## src/rtl/tx_chk_gen.sv

```systemverilog
// tx_chk_gen: self-checking memory traffic generator (write, gap, readback, compare) x NUM_TXN.
// Latency: start -> first wen one cycle later; each transaction takes 2+GAP_CYC+RD_LAT cycles.
// Backpressure: none; the memory must accept every strobe and answer exactly RD_LAT cycles after ren.
// Ports: clk/rst_n (async active-low), start; memory side wen/ren/addr/wdin out, rdout in;
//        status busy/done/pass, err_cnt (saturating), err_addr (first failing address).
module tx_chk_gen #(
  parameter int              DW        = 64,
  parameter int              AW        = 64,
  parameter int              NUM_TXN   = 16,
  parameter int              GAP_CYC   = 4,
  parameter int              RD_LAT    = 1,
  parameter int              PATTERN   = 0,
  parameter logic [AW-1:0]   ADDR_BASE = '0,
  parameter logic [AW-1:0]   ADDR_STEP = AW'(8),
  parameter logic [31:0]     DATA_BASE = 32'h1000
) (
  input  logic          clk,
  input  logic          rst_n,
  input  logic          start,
  output logic          wen,
  output logic          ren,
  output logic [AW-1:0] addr,
  output logic [DW-1:0] wdin,
  input  logic [DW-1:0] rdout,
  output logic          busy,
  output logic          done,
  output logic          pass,
  output logic [15:0]   err_cnt,
  output logic [AW-1:0] err_addr
);

  typedef enum logic [2:0] {S_IDLE, S_WR, S_GAP, S_RD, S_WAIT, S_CHK, S_DONE} state_t;

  state_t        state_q, state_d;
  logic [15:0]   idx_q, idx_d;
  logic [7:0]    cnt_q, cnt_d;
  logic [DW-1:0] inc_q, inc_d;
  logic [31:0]   lfsr_q, lfsr_d;
  logic          wen_q, wen_d, ren_q, ren_d;
  logic [AW-1:0] addr_q, addr_d;
  logic [DW-1:0] wdin_q, wdin_d;
  logic          busy_q, busy_d, done_q, done_d, pass_q, pass_d;
  logic [15:0]   err_cnt_q, err_cnt_d;
  logic [AW-1:0] err_addr_q, err_addr_d;

  logic [DW-1:0] seed_word, cur_word;
  logic [31:0]   lfsr_nxt;

  // Fibonacci LFSR, taps 32,22,2,1 (bit indices 31,21,1,0), shifting left.
  assign lfsr_nxt  = {lfsr_q[30:0], lfsr_q[31] ^ lfsr_q[21] ^ lfsr_q[1] ^ lfsr_q[0]};
  assign seed_word = (PATTERN == 1) ? {(DW/32){DATA_BASE}} : DW'(DATA_BASE);
  assign cur_word  = (PATTERN == 1) ? {(DW/32){lfsr_q}}    : inc_q;

  always_comb begin
    state_d    = state_q;
    idx_d      = idx_q;
    cnt_d      = cnt_q;
    inc_d      = inc_q;
    lfsr_d     = lfsr_q;
    wen_d      = 1'b0;
    ren_d      = 1'b0;
    addr_d     = addr_q;
    wdin_d     = wdin_q;
    busy_d     = busy_q;
    done_d     = done_q;
    err_cnt_d  = err_cnt_q;
    err_addr_d = err_addr_q;
    case (state_q)
      S_IDLE, S_DONE: begin
        if (start) begin
          state_d    = S_WR;
          idx_d      = '0;
          err_cnt_d  = '0;
          err_addr_d = '0;
          done_d     = 1'b0;
          busy_d     = 1'b1;
          inc_d      = DW'(DATA_BASE);
          lfsr_d     = DATA_BASE;
          wen_d      = 1'b1;
          addr_d     = ADDR_BASE;
          wdin_d     = seed_word;
        end
      end
      S_WR: begin
        // Generator steps once per write; wdin_q keeps the word just written
        // and serves as the expected value for this transaction's compare.
        inc_d  = inc_q + 1'b1;
        lfsr_d = lfsr_nxt;
        if (GAP_CYC > 0) begin
          state_d = S_GAP;
          cnt_d   = 8'(GAP_CYC - 1);
        end else begin
          state_d = S_RD;
          ren_d   = 1'b1;
        end
      end
      S_GAP: begin
        if (cnt_q == 8'd0) begin
          state_d = S_RD;
          ren_d   = 1'b1;
        end else begin
          cnt_d = cnt_q - 1'b1;
        end
      end
      S_RD: begin
        if (RD_LAT > 1) begin
          state_d = S_WAIT;
          cnt_d   = 8'(RD_LAT - 2);
        end else begin
          state_d = S_CHK;
        end
      end
      S_WAIT: begin
        if (cnt_q == 8'd0) state_d = S_CHK;
        else               cnt_d   = cnt_q - 1'b1;
      end
      S_CHK: begin
        if (rdout != wdin_q) begin
          if (err_cnt_q != 16'hFFFF) err_cnt_d  = err_cnt_q + 1'b1;
          if (err_cnt_q == 16'd0)    err_addr_d = addr_q;
        end
        if (idx_q == 16'(NUM_TXN - 1)) begin
          state_d = S_DONE;
          done_d  = 1'b1;
          busy_d  = 1'b0;
        end else begin
          state_d = S_WR;
          idx_d   = idx_q + 1'b1;
          wen_d   = 1'b1;
          addr_d  = addr_q + ADDR_STEP;
          wdin_d  = cur_word;
        end
      end
      default: state_d = S_IDLE;
    endcase
    pass_d = (state_d == S_DONE) && (err_cnt_d == 16'd0);
  end

  always_ff @(posedge clk or negedge rst_n) begin
    if (!rst_n) begin
      state_q    <= S_IDLE;
      idx_q      <= '0;
      cnt_q      <= '0;
      inc_q      <= DW'(DATA_BASE);
      lfsr_q     <= DATA_BASE;
      wen_q      <= 1'b0;
      ren_q      <= 1'b0;
      addr_q     <= '0;
      wdin_q     <= '0;
      busy_q     <= 1'b0;
      done_q     <= 1'b0;
      pass_q     <= 1'b0;
      err_cnt_q  <= '0;
      err_addr_q <= '0;
    end else begin
      state_q    <= state_d;
      idx_q      <= idx_d;
      cnt_q      <= cnt_d;
      inc_q      <= inc_d;
      lfsr_q     <= lfsr_d;
      wen_q      <= wen_d;
      ren_q      <= ren_d;
      addr_q     <= addr_d;
      wdin_q     <= wdin_d;
      busy_q     <= busy_d;
      done_q     <= done_d;
      pass_q     <= pass_d;
      err_cnt_q  <= err_cnt_d;
      err_addr_q <= err_addr_d;
    end
  end

  assign wen      = wen_q;
  assign ren      = ren_q;
  assign addr     = addr_q;
  assign wdin     = wdin_q;
  assign busy     = busy_q;
  assign done     = done_q;
  assign pass     = pass_q;
  assign err_cnt  = err_cnt_q;
  assign err_addr = err_addr_q;

endmodule

```

## config.mk

```make
export PLATFORM = sky130hd
export DESIGN_NAME = tx_chk_gen
export DESIGN_NICKNAME = d
export VERILOG_FILES = /design/src/rtl/tx_chk_gen.sv
export SDC_FILE = /design/constraint.sdc
export NUM_CORES = 1
export LEC_CHECK = 0
export BUFFER_PORTS_ARGS = -buffer_cell sky130_fd_sc_hd__clkbuf_2
export CAP_MARGIN = 10
export CORE_UTILIZATION = 54
export CTS_CLUSTER_DIAMETER = 150
export DETAILED_ROUTE_END_ITERATION = 8
export PLACE_DENSITY_LB_ADDON = 0.08
export SYNTH_ARGS = -nofsm -noshare
export SYNTH_HDL_FRONTEND = slang
export SYNTH_SLANG_ARGS = --single-unit
```

## constraint.sdc

```tcl
create_clock -name clk -period 6.4 [get_ports clk]
set_input_delay 0 -clock clk [delete_from_list [all_inputs] [get_ports clk]]
set_output_delay 0 -clock clk [all_outputs]
set_load 0.1 [all_outputs]
```

==> results.txt <==
- The floorplan step defined a die boundary enclosing 27390 sq um.
- Post-synthesis sequential element count: 298
- The total area inside the core boundary comes to 26130 sq um.
- The floorplan step set the die height to 165.5 um.
- Failing checks: design-rule violations
* TritonCTS clock tree: built
- The area growth from synthesis to layout is 17.94%.
- Power dissipated by switching net loads: 0.7960 mW
- The number of endpoints with negative hold slack in the final report came to 0.
- Clock transition time at the flip-flop clock pins of the worst setup and hold paths: 60 ps
* CTS Buf Count: 31
- Worst slack at placement: 2990 ps
* Total global routing overflow: 0
* Worst Max-Slew Pin Slew: 1055 ps
- The path class of the tightest hold or removal check is in -> async.
- All-Layer GR Usage: 26.74%
- In this run switching power makes up 21.40% of total power.
- Pwr Density: 218.5 nW/um^2
- No sink is reached through more buffers than the 3 on the longest clock path.
* Pin count of the biggest net entering global routing: 186
- The analysis attributes to cell leakage a power of 8.181 nW.
- Fill cells in the final layout number 2214.
- First DRT Iteration DRCs: 1058
- Yosys warns: 0
* Initial antenna violation count: 0
- The clock drives 298 sinks.
- Relative contribution of sequential cells to total power: 50.7%
* Final instance area: 17020 sq um
- In the routed layout, each cell is associated on average with a via count of 5.558.
* Number of ports placed on the die boundary: 280
* Post-synth EDFFs: 0
* CP arrival: 3980 ps
- Most used DFF post-synth: sky130_fd_sc_hd__dfrtp_1
* Max transition margin: 29.69%
- Summing all placed instances gives a cell area of 16030 sq um.
- Subtracting the final worst setup slack from the clock period gives 3513 ps.
- Clock tree synthesis selected as its root buffer the cell sky130_fd_sc_hd__clkbuf_16.
- Clock network power share: 46.6%
- Dividing the final minimum period by the clock period gives 54.89%.
- Number of global-route vias before repair: 11026
- The congestion estimate from routability-driven global placement came to 0.9044.
- Average footprint of a synthesized cell: 9.146 sq um
* Final worst clock skew: 11.14 ps
- Remaining design rule violation count: 31
- Most common cell after layout, fill and taps aside: sky130_fd_sc_hd__nand2_1
* H-tree depth: 1
- For this block, the routed nets add up to 36760 um of wire.
* Startpoint type of the worst setup path: register
* WL/cell: 16.86 um
- Number of setup violations in the final report: 0
* Highest attainable clock frequency: 0.2847 GHz
* HPWL after DPL: 25180 um
- Clock insertion delay at the later pin of the skew report: 550 ps
- Cells fill 65.13% of the core in the end.
- Register-to-Register Path Depth: 6
* Class of the most critical setup path: reg -> reg
- Cells with a size suffix above 1 make up 19.51% of the layout.
- The worst register-to-register path ends at cur_word[54].
- DR vias: 12116
* Run status: complete, but fails checks
* Setup repair after global routing missed its margin: no
* Largest vdd supply drop: 0.0001664 V
- In this run the cell area of the synthesized design comes to 14430 sq um.
- Die Width: 165.5 um
- Required arrival time at the worst endpoint: 6870 ps
- The worst register-to-register path begins at state_q[2].
- During placement, the flow inserted port buffers numbering 273.
* Logic pwr share: 2.8%
- Of all nets on the critical path, the largest fanout is 100.
* Number of nets in the layout: 1897
- The initial utilization of the core area, before any placement, comes to 55.23%.
- After layout, the worst setup slack is 2887 ps.
* Antenna diode count: 0
- For this run, asynchronously set or reset flops after synthesis account for 100.0%.
* Sum Neg Setup Slack: 0 ps
- MaxCap Viol Count: 0
* FF-to-FF setup slack: 2890 ps
- Register area share after synthesis: 51.68%
- Final slew viol count: 0
- In this run, distinct cell masters in the synthesized netlist total 64.
- The first global-routing pass estimated 58190 um of wire.
- Number of routed nets with antenna violations: 0
- Commonest non-fill, non-tap cells in the layout: sky130_fd_sc_hd__nand2_1 (388), sky130_fd_sc_hd__dfrtp_1 (297), sky130_fd_sc_hd__clkbuf_2 (272)
- For this run, the detailed router's first-pass iteration total came to 7.
- Cell internal pwr: 2.923 mW
- The initialized floorplan defines 59 standard-cell rows.
- Kind of end point of the critical path: register
- The cell count after synthesis came out at 1578.
[per-layer routing]
| metal | up-vias | routed length [um] | GRT usage (%) |
|---|---|---|---|
| li1 | 5851 | - | - |
| met1 | 5878 | 17020 | 39.60 |
| met2 | 322 | 16860 | 40.81 |
| met3 | 65 | 1931 | 4.021 |
| met4 | 0 | 954 | 7.314 |
| met5 | - | 0 | 0 |
[cells in the mapped netlist, types with 4 or more instances]
cell type	number	share of area [%]
sky130_fd_sc_hd__nand2_1	389	10
sky130_fd_sc_hd__dfrtp_1	297	51
sky130_fd_sc_hd__nand3_1	142	4.9
sky130_fd_sc_hd__o21ai_0	124	4.3
sky130_fd_sc_hd__nor2_1	112	2.9
sky130_fd_sc_hd__xnor2_1	89	5.4
sky130_fd_sc_hd__clkbuf_1	59	1.5
sky130_fd_sc_hd__nand4_1	43	1.9
sky130_fd_sc_hd__mux2i_1	41	2.8
sky130_fd_sc_hd__xor2_1	41	2.5
sky130_fd_sc_hd__and3_1	33	1.4
sky130_fd_sc_hd__a21oi_1	25	0.87
sky130_fd_sc_hd__or3_1	24	1.0
sky130_fd_sc_hd__inv_1	19	0.49
sky130_fd_sc_hd__nor3_1	17	0.59
sky130_fd_sc_hd__nor4_1	11	0.48
sky130_fd_sc_hd__and4_1	9	0.55
sky130_fd_sc_hd__buf_4	7	0.36
sky130_fd_sc_hd__nand2b_1	7	0.30
sky130_fd_sc_hd__and2_1	6	0.26
sky130_fd_sc_hd__ha_1	6	0.52
sky130_fd_sc_hd__o31ai_1	6	0.31
sky130_fd_sc_hd__buf_1	5	0.13
sky130_fd_sc_hd__nor4_2	5	0.43
sky130_fd_sc_hd__nor4_4	5	0.74
sky130_fd_sc_hd__nor2b_1	4	0.17
sky130_fd_sc_hd__o211ai_1	4	0.21
[metrics by stage]
stage	total power, mW	std cells	hold slack, ps
global route	3.835	2180	176.9
detailed placement	2.022	2124	109.7
CTS	3.753	2180	125.7
floorplan	1.957	1583	-295.6
finish	3.719	2180	79.62
global placement	2.023	2124	120.5
[worst max-delay path: stages, from the launching register on]
cell and delay, ps:
sky130_fd_sc_hd__dfrtp_1 780, sky130_fd_sc_hd__xnor2_1 240, sky130_fd_sc_hd__nand3_4 390, sky130_fd_sc_hd__buf_4 660, sky130_fd_sc_hd__buf_4 900, sky130_fd_sc_hd__nand2_1 140, sky130_fd_sc_hd__mux2i_1 180
[worst max path at each step]
stage          cells after the start  slack, ps       start      endpoint
3_3_place_gp                       6       3080  state_q[2]  cur_word[21]
4_1_cts                            6       2980  state_q[2]  cur_word[33]
2_1_floorplan                      9       3280  err_cnt[1]          pass
6_report                           6       2890  state_q[2]  cur_word[54]
3_5_place_dp                       6       2990  state_q[2]  cur_word[30]
5_1_grt                            6       2620  state_q[2]  cur_word[30]
[power groups by stage]
stage / Clock (mW) / Combinational (mW) / Sequential [mW]
6_report: 1.73 / 0.102 / 1.88
2_1_floorplan: 0 / 0.0382 / 1.92
4_1_cts: 1.76 / 0.105 / 1.88
3_5_place_dp: 0 / 0.104 / 1.92
3_3_place_gp: 0 / 0.104 / 1.92
5_1_grt: 1.84 / 0.115 / 1.88
[final cells by class]
cell class / instances / area (sq um) / share of cell area (%)
sequential: 298 / 7458 / 43.82
multi-input combinational: 1189 / 6624 / 38.92
timing repair buffer: 283 / 1469 / 8.630
clock buffer: 47 / 905.9 / 5.322
tap: 335 / 419.2 / 2.463
inverter: 21 / 78.83 / 0.4631
clock inverter: 7 / 66.31 / 0.3896
[kinds of logic (layout without fill, tap and decap cells)]
kind of cell    Yosys count  after routing  synth area share, %
fa+ha+maj                 6              6               0.5201
other cells               1              6              0.02598
compound gates          179            179                6.944
mux                      42             42                2.922
flops                   298            298                51.68
simple gates            826            826                27.26
buf+inv                  96            358                2.757
xor+xnor                130            130                7.889
[sequential cells by signal, summed over array words and instances (netlist names)]
register  flops
addr         61
busy          1
cnt_q         8
cur_word     64
done          1
err_addr     61
err_cnt      16
idx_q        16
pass          1
ren           1
state_q       3
wdin         64
wen           1
[repair_timing]
action,4_1_cts,5_1_grt
setup buffers,0,0
hold endpoints to repair,115,0
hold buffers,2,0
gates resized for setup,0,0
Note: power is estimated with default switching activity, not from simulation.
